## src/rtl/alu_ctrl_pkg.sv

```systemverilog
// Shared types and default constants for the shared-ALU arbiter.
package alu_ctrl_pkg;

    localparam int ALU_WIDTH = 32;
    localparam int ALU_OP_W  = 3;

    typedef enum logic [2:0] {
        OP_ADD  = 3'd0,
        OP_SUB  = 3'd1,
        OP_AND  = 3'd2,
        OP_OR   = 3'd3,
        OP_XOR  = 3'd4,
        OP_NOR  = 3'd5,
        OP_SLT  = 3'd6,
        OP_RSVD = 3'd7
    } alu_op_e;

    typedef enum logic [1:0] {
        ST_IDLE = 2'd0,
        ST_EXEC = 2'd1,
        ST_RESP = 2'd2
    } arb_state_e;

endpackage

```

## src/rtl/alu_core.sv

```systemverilog
// Purely combinational ALU: (op, a, b) -> (result, zero, err).
module alu_core
    import alu_ctrl_pkg::*;
#(
    parameter int WIDTH = ALU_WIDTH,
    parameter int OP_W  = ALU_OP_W
) (
    input  logic [OP_W-1:0]  op_i,
    input  logic [WIDTH-1:0] a_i,
    input  logic [WIDTH-1:0] b_i,
    output logic [WIDTH-1:0] result_o,
    output logic             zero_o,
    output logic             err_o
);

    logic [WIDTH-1:0] result_s;
    logic             err_s;

    // Opcode decode; carry and overflow are simply discarded by the width.
    always_comb begin
        result_s = '0;
        err_s    = 1'b0;
        case (alu_op_e'(op_i))
            OP_ADD:  result_s = a_i + b_i;
            OP_SUB:  result_s = a_i - b_i;
            OP_AND:  result_s = a_i & b_i;
            OP_OR:   result_s = a_i | b_i;
            OP_XOR:  result_s = a_i ^ b_i;
            OP_NOR:  result_s = ~(a_i | b_i);
            OP_SLT:  result_s = ($signed(a_i) < $signed(b_i)) ? {{(WIDTH-1){1'b0}}, 1'b1} : '0;
            OP_RSVD: begin
                result_s = '0;
                err_s    = 1'b1;
            end
            default: begin
                result_s = '0;
                err_s    = 1'b0;
            end
        endcase
    end

    assign result_o = result_s;
    assign zero_o   = (result_s == '0);
    assign err_o    = err_s;

endmodule

```

## src/rtl/alu_share_arbiter.sv

```systemverilog
// Two-requester round-robin front end to one shared ALU, one op in flight.
module alu_share_arbiter
    import alu_ctrl_pkg::*;
#(
    parameter int WIDTH = ALU_WIDTH,
    parameter int OP_W  = ALU_OP_W
) (
    input  logic             clk,
    input  logic             reset,
    input  logic             req0_valid,
    output logic             req0_ready,
    input  logic [OP_W-1:0]  req0_op,
    input  logic [WIDTH-1:0] req0_a,
    input  logic [WIDTH-1:0] req0_b,
    input  logic             req1_valid,
    output logic             req1_ready,
    input  logic [OP_W-1:0]  req1_op,
    input  logic [WIDTH-1:0] req1_a,
    input  logic [WIDTH-1:0] req1_b,
    output logic             rsp_valid,
    input  logic             rsp_ready,
    output logic             rsp_id,
    output logic [WIDTH-1:0] rsp_data,
    output logic             rsp_zero,
    output logic             rsp_err
);

    arb_state_e       state_q;
    logic             last_grant_q;
    logic [OP_W-1:0]  op_q;
    logic [WIDTH-1:0] a_q;
    logic [WIDTH-1:0] b_q;
    logic             id_q;
    logic             rsp_valid_q;
    logic             rsp_id_q;
    logic [WIDTH-1:0] rsp_data_q;
    logic             rsp_zero_q;
    logic             rsp_err_q;

    logic             grant0_s;
    logic             grant1_s;
    logic [WIDTH-1:0] alu_result_s;
    logic             alu_zero_s;
    logic             alu_err_s;

    // Round-robin grant, only offered while idle; a tie goes to whoever was not served last.
    always_comb begin
        grant0_s = 1'b0;
        grant1_s = 1'b0;
        if ((state_q == ST_IDLE) && !reset) begin
            if (req0_valid && req1_valid) begin
                grant0_s = last_grant_q;
                grant1_s = !last_grant_q;
            end else begin
                grant0_s = req0_valid;
                grant1_s = req1_valid;
            end
        end else begin
            grant0_s = 1'b0;
            grant1_s = 1'b0;
        end
    end

    assign req0_ready = grant0_s;
    assign req1_ready = grant1_s;

    alu_core #(
        .WIDTH (WIDTH),
        .OP_W  (OP_W)
    ) u_alu_core (
        .op_i     (op_q),
        .a_i      (a_q),
        .b_i      (b_q),
        .result_o (alu_result_s),
        .zero_o   (alu_zero_s),
        .err_o    (alu_err_s)
    );

    // Control FSM with operand capture and registered response; reset drops any op in flight.
    always_ff @(posedge clk or posedge reset) begin
        if (reset) begin
            state_q      <= ST_IDLE;
            last_grant_q <= 1'b1;
            op_q         <= '0;
            a_q          <= '0;
            b_q          <= '0;
            id_q         <= 1'b0;
            rsp_valid_q  <= 1'b0;
            rsp_id_q     <= 1'b0;
            rsp_data_q   <= '0;
            rsp_zero_q   <= 1'b0;
            rsp_err_q    <= 1'b0;
        end else begin
            case (state_q)
                ST_IDLE: begin
                    if (grant0_s || grant1_s) begin
                        op_q         <= grant1_s ? req1_op : req0_op;
                        a_q          <= grant1_s ? req1_a  : req0_a;
                        b_q          <= grant1_s ? req1_b  : req0_b;
                        id_q         <= grant1_s;
                        last_grant_q <= grant1_s;
                        state_q      <= ST_EXEC;
                    end
                end
                ST_EXEC: begin
                    rsp_data_q  <= alu_result_s;
                    rsp_zero_q  <= alu_zero_s;
                    rsp_err_q   <= alu_err_s;
                    rsp_id_q    <= id_q;
                    rsp_valid_q <= 1'b1;
                    state_q     <= ST_RESP;
                end
                ST_RESP: begin
                    if (rsp_ready) begin
                        rsp_valid_q <= 1'b0;
                        state_q     <= ST_IDLE;
                    end
                end
                default: begin
                    rsp_valid_q <= 1'b0;
                    state_q     <= ST_IDLE;
                end
            endcase
        end
    end

    assign rsp_valid = rsp_valid_q;
    assign rsp_id    = rsp_id_q;
    assign rsp_data  = rsp_data_q;
    assign rsp_zero  = rsp_zero_q;
    assign rsp_err   = rsp_err_q;

endmodule

```

## config.mk

```make
export PLATFORM = sky130hd
export DESIGN_NAME = alu_share_arbiter
export DESIGN_NICKNAME = d
export VERILOG_FILES = /design/src/rtl/alu_ctrl_pkg.sv /design/src/rtl/alu_core.sv /design/src/rtl/alu_share_arbiter.sv
export SDC_FILE = /design/constraint.sdc
export NUM_CORES = 1
export LEC_CHECK = 0
export BUFFER_PORTS_ARGS = -buffer_cell sky130_fd_sc_hd__buf_2
export CAP_MARGIN = 10
export CORE_UTILIZATION = 58
export CTS_CLUSTER_DIAMETER = 150
export DETAILED_ROUTE_END_ITERATION = 12
export PLACE_DENSITY = 0.85
export SYNTH_ARGS = -nofsm -noshare
export SYNTH_HDL_FRONTEND = slang
export SYNTH_SLANG_ARGS = --single-unit
```

## constraint.sdc

```tcl
create_clock -name clk -period 4.18 [get_ports clk]
set_input_delay 0.418 -clock clk [delete_from_list [all_inputs] [get_ports clk]]
set_output_delay 0.418 -clock clk [all_outputs]
set_load 0.005 [all_outputs]
```

Word level (Yosys, flattened, before mapping)
Index checks and enable logic that the tools add are counted.

storage, ports and cells
  latch bits = 0
  word-level logic and storage cells = 56
  bits in registers = 107
  memory bits (read-only) = 0
  memories kept = 0
  memory bits (writable) = 0

operators by class
  shift-type cells = 0
  divide/modulo/power cells = 0
  bitwise operators = 5
  add/sub/neg operators = 2
  equal/unequal tests = 11
  multiply operators = 0
  mux-type cells = 15
  reductions and logical operators = 11
  $lt $le $gt $ge = 1

operator list
  kind                                                  number
  case mux 32 bit (8 select lines)                      1
  two-way mux 32 bit                                    2
  adder 32 bit                                          1
  AND 32 bit                                            1
  logical NOT 32 bit                                    1
  less-than comparator 32 bit                           1
  inverter 32 bit                                       1
  OR 32 bit                                             1
  subtractor 32 bit                                     1
  bitwise XOR 32 bit                                    1
  equality test 3 bit (second input constant)           4
  two-way mux 1 bit                                     7
  equality test 3 x 2 -> 1 bit (second input constant)  2
  case mux 2 bit (3 select lines)                       1
  AND reduction 2 bit                                   3
  two-way mux 2 bit                                     2
  equality test 3 x 1 -> 1 bit (second input constant)  1
  logical NOT 3 bit                                     1
  two-way mux 3 bit                                     1
  case mux 1 bit (3 select lines)                       1
  equality test 2 x 1 -> 1 bit (second input constant)  1
  equality test 2 bit (second input constant)           1
  logical AND 1 bit                                     2
  logical NOT 1 bit                                     2
  5 further kinds                                       5

Depth between registers and ports, before layout
  depth in word-level cells = 6
  depth in mapped cells = 15

Cells and area by module
From an unflattened synthesis, not the netlist that was laid out.

unflattened totals
  cell total of the unflattened synthesis = 1,414
  area total of the unflattened synthesis = 10,945.5 µm²

by module, submodules not included
  module             cells an instance  area each (µm²)  instances
  alu_core           930                6,059.6          1
  alu_share_arbiter  484                4,885.9          1

Worst setup path before layout
No wires, ideal clock.

  kind = flip-flop to flip-flop
  start = register a_q[11]
  end = register rsp_zero_q, in the netlist rsp_zero
  arrival time = 3.346 ns
  path buffers = 0
  period minus slack after synthesis = 3.414 ns
  slack = 0.766 ns
  library setup time = 0.067 ns
  stages on the path, launching flop included = 14
  cells stage by stage = dfrtp_1 -> inv_1 -> ha_1 -> or4_4 -> or2_4 -> a31oi_4 -> o21ai_2 -> o41ai_2 -> a221o_2 -> nor2_1 -> or4_1 -> nor4_1 -> and4_1 -> a32o_1

between the ends
  word-level cells in the longest chain between the ends = 4

ends and longest elaborated chain
  element                                                   RTL line                                        RTL
  from (decl)                                               alu_share_arbiter.sv:31                         logic [WIDTH-1:0] a_q;
  from (signal assigned)                                    alu_share_arbiter.sv:98                         a_q <= grant1_s ? req1_a : req0_a;
  less-than comparator 32 bit or OR 32 bit (tied branches)  alu_core.sv:30, alu_core.sv:27, alu_core.sv:29
  two-way mux 1 bit or inverter 32 bit (tied branches)      alu_core.sv:30, alu_core.sv:29
  case mux 32 bit (8 select lines) (*)                      alu_core.sv:23                                  case (alu_op_e'(op_i))
  logical NOT 32 bit (*)                                    alu_core.sv:43                                  assign zero_o = (result_s == '0);
  to (signal assigned)                                      alu_share_arbiter.sv:107                        rsp_zero_q <= alu_zero_s;
  to (decl)                                                 alu_share_arbiter.sv:37                         logic rsp_zero_q;

Mark *: on every way between the ends. The rest lies on a longest branch, timed or not.
A chain may end at the register's enable or synchronous reset.

Worst setup path after layout
  start = register b_q[0]
  end = register rsp_zero_q, in the netlist rsp_zero

between the ends
  word-level cells in the longest chain between the ends = 4

ends and longest elaborated chain
  element                                                   RTL line                                        RTL
  from (decl)                                               alu_share_arbiter.sv:32                         logic [WIDTH-1:0] b_q;
  from (signal assigned)                                    alu_share_arbiter.sv:99                         b_q <= grant1_s ? req1_b : req0_b;
  less-than comparator 32 bit or OR 32 bit (tied branches)  alu_core.sv:30, alu_core.sv:27, alu_core.sv:29
  two-way mux 1 bit or inverter 32 bit (tied branches)      alu_core.sv:30, alu_core.sv:29
  case mux 32 bit (8 select lines) (*)                      alu_core.sv:23
  logical NOT 32 bit (*)                                    alu_core.sv:43

Marked as above.

==> run metrics <==
first-pass GRT wire length 56300 um; Critical Path Start b_q[0]; CTS clk-pin slew, worst paths 80 ps; area occupied by multi-input gates 0.00685 mm^2; FP Rows 48; Hold Vio Cnt, Final 0; commonest register cell after synthesis dfrtp_1; Hold Path Class input pin to asynchronous set/reset pin; WL final 36300 um; initial drt markers 1340; area leader, netlist dfrtp_1; Clock Path Buffers 2; Seq/Total Area, Yosys 26.0%; die width 135 um; Setup crit end kind flop; Post-Syn Area 0.0103 mm^2; sequential cell area 0.00268 mm^2; Crit Path Class flop to flop; vias post-DR 11.4k; post-layout min period 4060 ps; CP Max Fanout 4; core area 0.0173 mm^2; drt via density 6.34; Pins Over Slew Limit 0; CP arrival 4360 ps; Ys Warns 0; # DRC 0; CP Data Required Time 4480 ps; hold buffers post-CTS 0; Post-Syn Nets 1651; area share of the leading cell type in the synthesized netlist 25.8%; largest net degree at the start of global routing 71; Initial Utilization 59.5%; Final period util 97.2%; CTS Buf Count 9; RSZ-0062 raised after global routing no; Congestion Overflow GR 0; port bufs 176; die area 0.0183 mm^2; EDFF count, synth 0; Die Y 135 um; setup tns final 0 ps; clock root buffer clkbuf_16; Layout Nets 1800; Pre-antenna DRT Iters 6; DR WL/cell 20.3 um; reg-to-reg startpoint b_q[0]; Avg Cell Area, Syn 7.28 um^2; Synth cell types 76; TritonCTS Sinks 107; clock latency on the worst-skew pair 370 ps; number of global-route vias before repair 10.2k; area delta synth->final 15.6%; DPL Wire Length 28500 um; CTS tree yes; Routed Antenna Nets 0; CP Launch Type flop; gpl congestion 1.03; Worst-Margin Slew 972 ps; I/O pin count 177; final setup skew 11.2 ps; FFs w/ async S/R, synth 100%; status finished clean; Util after Layout 68.7%; initial antenna violation count 0; gr usage total 40.0%; diode count 0; Setup-failing EPs final 0; Mapped Cells 1414; Setup Fix Bufs, Post-CTS 0; slew margin rel. 34.5%; maxcap violations 0; Max Freq 0.246 GHz; number of fill cells 1488; layout cell share with drive strength beyond 1 18.5%; Yosys reg bits 107; synth top area cells dfrtp_1 (26%), ha_1 (12%), nand2_1 (7.9%); htree depth 3
## worst paths after layout
path / end / slack, ps / cells after the start
setup / recovery: rsp_zero / 120 / 14
hold / removal: rsp_valid / 190 / 2
setup reg to reg: rsp_zero / 120 / 14
hold reg to reg: last_grant_q / 470 / 2
max in group asynchronous: a_q[5] / 2930 / 3
min in group clk: b_q[22] / 290 / 3
## cell usage after synthesis (all sizes together) (4+ instances only)
master / number
nor2b: 21
nor4: 15
a31oi: 79
and2: 6
a22oi: 4
xnor2: 21
or2: 6
dfrtp: 106
nand3b: 5
a221o: 7
inv: 110
o2111ai: 4
a221oi: 22
o21ai: 65
o31ai: 17
o21a: 7
nor3: 22
nand2: 217
buf: 17
a21boi: 4
a2111oi: 5
nand3: 26
and4: 6
a311oi: 5
or3: 4
or4: 7
a21o: 13
nand2b: 12
nor2: 160
and3: 10
o311ai: 6
a41oi: 6
a211o: 4
mux2: 10
ha: 96
a211oi: 19
nand4: 11
o211ai: 13
o22ai: 8
o41ai: 4
a21oi: 112
o221ai: 4
mux2i: 6
clkbuf: 82
## repair_timing
| action | 4_1_cts | 5_1_grt |
|---|---|---|
| resized for setup | 0 | 3 |
| endpoints found under the hold margin | 0 | 0 |
| setup endpoints to repair | 0 | 1 |
## kinds of logic after synthesis
kind of cell	share of synthesized area, %
and+or+nand+nor	23.1
muxes	1.68
buffers and inverters	7.72
AOI/OAI and AO/OA	27.3
xor gates and xnor gates	2.04
adders and majority gates	12.1
DFF	26.0
## layout make-up
type	count	area share [%]
Timing Repair Buffer	237	11.6
Inverter	110	3.49
Clock buffer	9	1.89
Sequential cell	107	22.5
Multi-Input combinational cell	1098	57.6
Clock inverter	7	0.505
Tap cell	225	2.37
## critical path: stages, from the launching register on
cell and delay (ps):
dfrtp_1 410, ha_1 200, inv_1 80, fa_1 390
nand2b_1 190, a21oi_1 340, o311ai_1 260, a211oi_1 430
xnor2_1 130, a21oi_2 280, nand4_1 170, or4_1 470
nor4_1 270, and4_1 220, a32o_1 150
## metal layers
layer  share of wire (%)  up-vias  GRT usage (%)
li1                    -     5311              -
met1                  45     5266           58.9
met2                  41      714           57.7
met3                  12       78           9.02
met4                 2.4        0           12.1
met5                   0        -              0
## cells in the final DEF, fill, tap and decap left out, types with 11 or more instances in the layout
master | netlist | final
a211oi_1 | 19 | 19
inv_1 | 107 | 106
xnor2_1 | 21 | 21
nor2_1 | 160 | 160
nor2b_1 | 21 | 19
a221oi_1 | 22 | 22
nor4_1 | 15 | 15
o31ai_1 | 17 | 17
ha_1 | 96 | 95
o211ai_1 | 13 | 13
a21o_1 | 13 | 13
nand4_1 | 11 | 11
buf_4 | 0 | 58
nand2b_1 | 12 | 11
o21ai_0 | 56 | 56
nand3_1 | 26 | 24
a31oi_1 | 78 | 78
dfrtp_1 | 106 | 105
a21oi_1 | 112 | 110
nor3_1 | 22 | 22
buf_2 | 8 | 176
nand2_1 | 217 | 217
## flip-flops by register name (all words and copies together), names as in the netlist
register and cells:
rsp_valid 1, rsp_id 1, rsp_zero 1, b_q 32, last_grant_q 1, id_q 1
op_q 3, state_q 2, rsp_data 32, rsp_err 1, a_q 32
## through the flow
stage               setup slack (ps)  instance area (um^2)  hold slack, ps  cells
floorplan                        766                 10300             443   1414
global placement                 313                 11600             454   1777
detailed placement               221                 11600             455   1777
CTS                              177                 11900             232   1793
global route                    9.57                 11900             256   1793
finish                           115                 11900             189   1793
Power is left out: the tool's default activity adds up to more than one toggle a clock period on the data nets, which glitch-free logic cannot reach.
